`config.mk`:
```
export PLATFORM = sky130hd
export DESIGN_NAME = chan_mux_rr
export DESIGN_NICKNAME = d
export VERILOG_FILES = /design/src/rtl/chan_mux_rr.sv
export SDC_FILE = /design/constraint.sdc
export NUM_CORES = 1
export LEC_CHECK = 0
export BUFFER_PORTS_ARGS = -buffer_cell sky130_fd_sc_hd__clkbuf_2
export CAP_MARGIN = 10
export CORE_MARGIN = 4
export CORE_UTILIZATION = 42
export CTS_CLUSTER_DIAMETER = 60
export DETAILED_ROUTE_END_ITERATION = 12
export GPL_TIMING_DRIVEN = 0
export PLACE_DENSITY = 0.81
export SLEW_MARGIN = 30
export SYNTH_ARGS = -nofsm -noshare
export SYNTH_HDL_FRONTEND = slang
export SYNTH_SLANG_ARGS = --single-unit
```
`constraint.sdc`:
```
create_clock -name clk -period 2.2 [get_ports clk]
set_input_delay 0.11 -clock clk [delete_from_list [all_inputs] [get_ports clk]]
set_output_delay 0.11 -clock clk [all_outputs]
set_load 0.1 [all_outputs]
```
`src/rtl/chan_mux_rr.sv`:
```
// chan_mux_rr
// Selects one of CHANNELS source words, either by an explicit select index or by
// round-robin arbitration, and presents it through a one-entry output register
// with a valid/ready handshake.
//
// Ports:
//   clk        rising-edge clock
//   rst        asynchronous active-high reset
//   mode       0 = fixed select via sel, 1 = round-robin
//   sel        channel index used in mode 0
//   in_data    packed channel words, channel k at [k*WIDTH +: WIDTH]
//   in_valid   per-channel valid
//   in_ready   per-channel ready, at most one bit high
//   out_data   registered selected word
//   out_chan   index of the channel that supplied out_data
//   out_valid  output register holds a word
//   out_ready  consumer accepts the word this cycle
module chan_mux_rr #(
  parameter int WIDTH    = 32,
  parameter int CHANNELS = 4,
  parameter int SEL_W    = 2
) (
  input  logic                      clk,
  input  logic                      rst,
  input  logic                      mode,
  input  logic [SEL_W-1:0]          sel,
  input  logic [CHANNELS*WIDTH-1:0] in_data,
  input  logic [CHANNELS-1:0]       in_valid,
  output logic [CHANNELS-1:0]       in_ready,
  output logic [WIDTH-1:0]          out_data,
  output logic [SEL_W-1:0]          out_chan,
  output logic                      out_valid,
  input  logic                      out_ready
);

  typedef enum logic {
    EMPTY = 1'b0,
    FULL  = 1'b1
  } state_t;

  state_t             state_q, state_d;
  logic [WIDTH-1:0]   data_q, data_d;
  logic [SEL_W-1:0]   chan_q, chan_d;
  logic [SEL_W-1:0]   ptr_q, ptr_d;

  logic               load;
  logic               grant;
  logic               xfer;
  logic [SEL_W-1:0]   gidx;
  logic [SEL_W-1:0]   cand;
  logic [WIDTH-1:0]   g_word;

  assign out_valid = (state_q == FULL);
  assign out_data  = data_q;
  assign out_chan  = chan_q;

  // The register can take a new word when it is empty or being drained now.
  assign load = ~out_valid | out_ready;

  // Grant selection. In fixed mode an out-of-range sel matches no channel, so it
  // can never grant. In round-robin mode the search starts one past the last
  // granted channel and wraps modulo CHANNELS; the first valid channel wins.
  always_comb begin
    grant = 1'b0;
    gidx  = '0;
    cand  = '0;
    if (!mode) begin
      for (int k = 0; k < CHANNELS; k++) begin
        if (sel == SEL_W'(k) && in_valid[k]) begin
          grant = 1'b1;
          gidx  = SEL_W'(k);
        end
      end
    end else begin
      for (int off = 1; off <= CHANNELS; off++) begin
        cand = SEL_W'((int'(ptr_q) + off) % CHANNELS);
        if (!grant && in_valid[cand]) begin
          grant = 1'b1;
          gidx  = cand;
        end
      end
    end
  end

  // Word of the granted channel; only feeds the data register, so in_data
  // never reaches an output combinationally.
  always_comb begin
    g_word = '0;
    for (int k = 0; k < CHANNELS; k++) begin
      if (gidx == SEL_W'(k)) begin
        g_word = in_data[k*WIDTH +: WIDTH];
      end
    end
  end

  // One-hot ready towards the granted source; held low while reset is asserted.
  always_comb begin
    in_ready = '0;
    for (int k = 0; k < CHANNELS; k++) begin
      in_ready[k] = ~rst & load & grant & (gidx == SEL_W'(k));
    end
  end

  assign xfer = ~rst & load & grant;

  // Next-state of the output register and round-robin pointer. A transfer
  // always fills the register (replacing a word drained on the same edge);
  // a drain with nothing granted empties it but leaves the stale data/chan.
  always_comb begin
    state_d = state_q;
    data_d  = data_q;
    chan_d  = chan_q;
    ptr_d   = ptr_q;
    if (xfer) begin
      state_d = FULL;
      data_d  = g_word;
      chan_d  = gidx;
      if (mode) begin
        ptr_d = gidx;
      end
    end else if (state_q == FULL && out_ready) begin
      state_d = EMPTY;
    end
  end

  // Pointer resets to the last channel so the first round-robin search
  // begins at channel 0.
  always_ff @(posedge clk or posedge rst) begin
    if (rst) begin
      state_q <= EMPTY;
      data_q  <= '0;
      chan_q  <= '0;
      ptr_q   <= SEL_W'(CHANNELS - 1);
    end else begin
      state_q <= state_d;
      data_q  <= data_d;
      chan_q  <= chan_d;
      ptr_q   <= ptr_d;
    end
  end

endmodule

```
; Yosys cells after proc, flatten, opt, wreduce, memory -nomap -nowiden
; Cells that the tools add are included.
[word_totals]
ff_bits = 37
inputBits = 138
[classes]
addsub = 4
magnitude_cmp = 4
eq_ne = 6
n_mux = 34
bitwise_logic = 9
n_reduce_logical = 15
[ops]
columns = operator, count
row1 = two-way mux 32 bit, 4
row2 = two-way mux 1 bit, 19
row3 = two-way mux 2 bit, 7
row4 = "less-than comparator 2 x 3 -> 1 bit, second input constant", 4
row5 = binary-select mux 1 bit (select 2 bit), 4
row6 = "== test 2 bit, second input constant", 4
row7 = logical AND 1 bit, 8
row8 = AND 1 bit, 6
row9 = "adder 2 x 1 -> 2 bit, second input constant", 2
row10 = "adder 2 bit, second input constant", 2
row11 = "== test 2 x 1 -> 1 bit, second input constant", 2
row12 = zero test 2 bit, 2
row13 = zero test 1 bit, 3
row14 = NOT 1 bit, 2
row15 = AND reduction 2 bit, 1
row16 = nonzero test 2 bit, 1
row17 = OR 1 bit, 1

; Depth between registers and ports, before layout
[logic_depth]
word_depth = 22
ltp_mapped = 9

; Worst setup path before layout
; No wires, ideal clock.
[synth_path]
path_type = flip-flop to output port
from = register state_q, in the netlist out_valid
to = output port in_ready[1]
arrival_time_ns = 3.069
required_time_ns = 2.090
setup_slack_ns = -0.979
stages_incl_launch_ff = 7
n_path_buf = 2
cell_sequence = dfrtp_1 a21o_1 o21ba_1 buf_2 clkbuf_1 nand2_1 nor2_1
[synth_between]
elab_chain_len = 5
[synth_rtl]
columns = item, line
row1 = start: declaration, 41  ; state_t state_q, state_d;
row2 = start signal: assignment, 135  ; state_q <= state_d;
row3 = NOT 1 bit, 58  ; assign load = ~out_valid | out_ready;
row4 = OR 1 bit, 58
row5 = AND 1 bit (3 in a row), 100  ; in_ready[k] = ~rst & load & grant & (gidx == SEL_W'(k));
row6 = end: declaration, 29  ; output logic [CHANNELS-1:0] in_ready,
; Every way passes these cells.

; Final worst setup path
[layout_path]
from = register ptr_q[0]
to = output port in_ready[2]
[layout_between]
elab_chain_len = 19
[layout_rtl]
columns = item, line
row1 = start: declaration, 44  ; logic [SEL_W-1:0] ptr_q, ptr_d;
row2 = start signal: assignment, 133  ; ptr_q <= SEL_W'(CHANNELS - 1);
row3 = start signal: assignment, 138  ; ptr_q <= ptr_d;
row4 = adder 2 x 1 -> 2 bit, 76  ; cand = SEL_W'((int'(ptr_q) + off) % CHANNELS);
row5 = binary-select mux 1 bit (select 2 bit), 77  ; if (!grant && in_valid[cand]) begin
row6 = two-way mux 1 bit (not written as such), 77
row7 = two-way mux 1 bit, 77
row8 = two-way mux 1 bit, 67  ; if (!mode) begin
row9 = zero test 1 bit, 77
row10 = logical AND 1 bit, 77
row11 = two-way mux 1 bit, 77
row12 = [... 3 more ...], --
row13 = two-way mux 1 bit, 77
row14 = two-way mux 1 bit, 67
row15 = zero test 1 bit, 77
row16 = logical AND 1 bit, 77
row17 = two-way mux 2 bit or two-way mux 1 bit (tied branches), 77
row18 = two-way mux 2 bit or two-way mux 1 bit (tied branches), 67
row19 = == test 2 bit or AND 1 bit (tied branches), 100
row20 = AND 1 bit *, 100
; Every way passes the cells marked *; elsewhere a longest branch is shown, timed or not. The select of a mux whose other input is x is not followed.

==> impl_metrics.toml <==
[outcome]
status = "finished with violations"
violations = "negative setup slack"

[worst_hold_path]
hold_depth = 3
holdCritPathClass = "in -> reg"
min_to = "out_valid$_DFFE_PP0P_"
holdCritStartpoint = "out_ready"

[logic_synthesis]
synthArstFlopShare_pct = 100
ys_seq_area_share_pct = 35.5
avgSynthCellArea_sq_um = 8.59
yosysTopAreaCell = "dfrtp_1"
ys_ff_latch = 37
synth.most_common_cell = "nor2_1"
synthCells = 305
synth.net_count = 443
yosysWarnings = 0
synthDistinctLibCells = 35
synthTopCellsByCount = "36 x nor2_1, 35 x dfrtp_1, 35 x mux2i_1"
synth_ff_type = "dfrtp_1"
netlist_top_cells_area = "dfrtp_1 33%, mux2i_1 13%, a21boi_1 9.2%"
synth_top_area_share_pct = 33.4
syn_area_sq_um = 2620
synth_edf_count = 0

[die]
dieWidth_um = 87.0
die_h_um = 87.0
rows = 28
io_pins = 177
dieArea_sq_um = 7560
core-area_sq_um = 5990
start_util_pct = 43.7

[detailed_routing]
wirelength_mm = 9.87
via_per_inst = 5.57
drtAntennaViolNets = 0
firstDrtPassIters = 5
vias = 3219
dr.first_iter.drc_count = 165
wl_per_cell_um = 17.1
post-route-drc-count = 0

[grt]
grt_pass1_wl_mm = 14.9
met3_usage_pct = 5.01
antenna_found_initial = 0
busiest_layer = "met2"
grt_pass1_vias = 3150
gr-total-overflow = 0
grtUsageTotal_pct = 24.8
grt_max_degree = 21
grtUsageMet1_pct = 30.0
grt_use_met2_pct = 44.8

[critical_path]
worstSetupPathType = "reg -> out"
ff2ff_path_depth = 8
worstPathArrival_ns = 2.16
cp-startpoint = "ptr_q[0]$_DFFE_PP1P_"
endpoint_kind = "primary output"
cp_max_fo = 5
start_kind = "register"
reg2reg_to = "out_data[31]$_DFFE_PP0N_"
crit_required_ns = 2.09
reg2reg_slack_ns = 0.09
timing.rr.start = "ptr_q[0]$_DFFE_PP1P_"

[power]
total_leakage_power_nw = 2.01
p_per_area_nw_per_um2 = 1100
peakVddDrop_v = 0.000745
total_power_mw = 4.45

[place]
hpwl_mm = 7.27
dp.cells = 556
gp_congestion = 0.804
preCtsSetupSlack_ns = -0.462
portBuffers = 175

[clock_network]
clk_latency_ns = 0.29
clkSinkCount = 37
clk_path_buf_depth = 2
root_buffer = "clkbuf_8"
cts_buffers = 5
cts_tree = "yes"
clk_pin_slew_ns = 0.07
htreeDepth = 2

[run]
drv_cap = 0

[finish]
multi_input_area_sq_um = 1620
drive_gt1_share_pct = 47.3
nNetsFinal = 640
register_area_sq_um = 930
diodes = 0
finalNonFillerCells = 578
n_fill_cell = 536
syn_to_final_growth_pct = 54.6

[timing]
period_share_pct = 103
rsz0062_at_grt = "yes"
setup_violations = 2
worst_pin_slew_ns = 0.560
slew_viol_final = 0
skew_ns = 0.00515
worst_slack_ns = -0.0652
clock.fmax_mhz = 441
holdWs_ns = 0.116
final_hold_viol_count = 0
fin_crit_ns = 2.27
relSlewSlack_pct = 62.8
[repair_timing]
| action | in CTS | in global routing |
|---|---|---|
| pin swaps | 7 | 7 |
| setup buffers | 8 | 5 |
| gates cloned | 0 | 1 |
| endpoints found under the hold margin | 18 | 0 |
| setup endpoints to repair | 36 | 35 |
| gates resized for setup | 28 | 35 |
| hold buffers | 1 | 0 |
[sequential cells by signal, indices dropped and copies added (netlist names)]
register,flops
out_valid,1
ptr_q,2
out_data,32
out_chan,2
[cells in the final DEF, fill, tap and decap left out, types with 2 or more instances in the layout]
cell type	synthesis	final
nor2b_4	0	2
a221oi_2	0	2
a21boi_1	32	32
inv_1	7	5
buf_4	0	14
a31oi_1	33	32
nand2_1	4	3
buf_2	5	2
buf_8	3	4
a21o_1	2	2
clkbuf_2	0	175
dfrtp_1	35	34
o21ai_0	34	34
buf_6	1	2
nor2_1	36	35
inv_2	0	2
mux2i_1	35	35
clkbuf_4	0	6
clkbuf_16	0	4
clkbuf_8	0	5
dfstp_2	2	2
o21ai_1	3	3
nor2_4	1	2
clkbuf_1	18	10
nand3_1	32	32
[how the worst max path moves through the flow]
stage	endpoint	slack [ns]	cells after the start
final	in_ready[2]	-0.07	7
after floorplan	in_ready[1]	-0.13	7
after global routing	in_ready[2]	-0.16	7
after CTS	in_ready[2]	-0.12	7
after detailed placement	in_ready[1]	-0.46	8
after global placement	in_ready[1]	-0.43	8
[power by group]
group	leakage [nW]	total, mW	switching [mW]	internal, mW
clock	0.0395	0.470	0.244	0.225
combinational	1.57	2.94	2.22	0.722
sequential	0.403	1.04	0.137	0.901
total	2.01	4.45	2.60	1.85
[routing by layer]
metal | wire [um] | vias up | part of all wire [%]
li1 | - | 1516 | -
met1 | 3750 | 1517 | 38
met2 | 5130 | 170 | 52
met3 | 840 | 16 | 8.5
met4 | 147 | 0 | 1.5
met5 | 0 | - | 0
[worst max-delay path, cell delays in order, from the launching register on]
cell       delay (ns)
dfstp_2          0.58
nand3b_1         0.14
a2111oi_4        0.38
a211o_4          0.18
and2_4           0.16
buf_8            0.09
nor2b_4          0.13
clkbuf_16        0.20
[cell families after synthesis]
group | synth area share [%]
buffers and inverters | 6.69
flip-flops | 35.5
AO/OA/AOI/OAI | 28.9
multiplexers | 13.8
AND/OR/NAND/NOR | 15.2
[layout make-up]
class	instances	share of cell area [%]
Sequential cell	37	23.0
Clock buffer	8	1.98
Timing Repair Buffer	191	27.4
Multi-Input combinational cell	234	39.9
Buffer	26	4.73
Inverter	7	0.649
Tap cell	75	2.32
[stage by stage]
step / instance area, sq um / util (%) / TNS, ns
4_1_cts: 3890 / 65.0 / -0.211
3_5_place_dp: 3640 / 60.8 / -6.02
5_1_grt: 4050 / 67.6 / -0.350
2_1_floorplan: 2640 / - / -0.230
6_report: 4050 / 67.6 / -0.0885
3_3_place_gp: 3610 / 60.3 / -4.21
(Power assumes the default switching activity.)
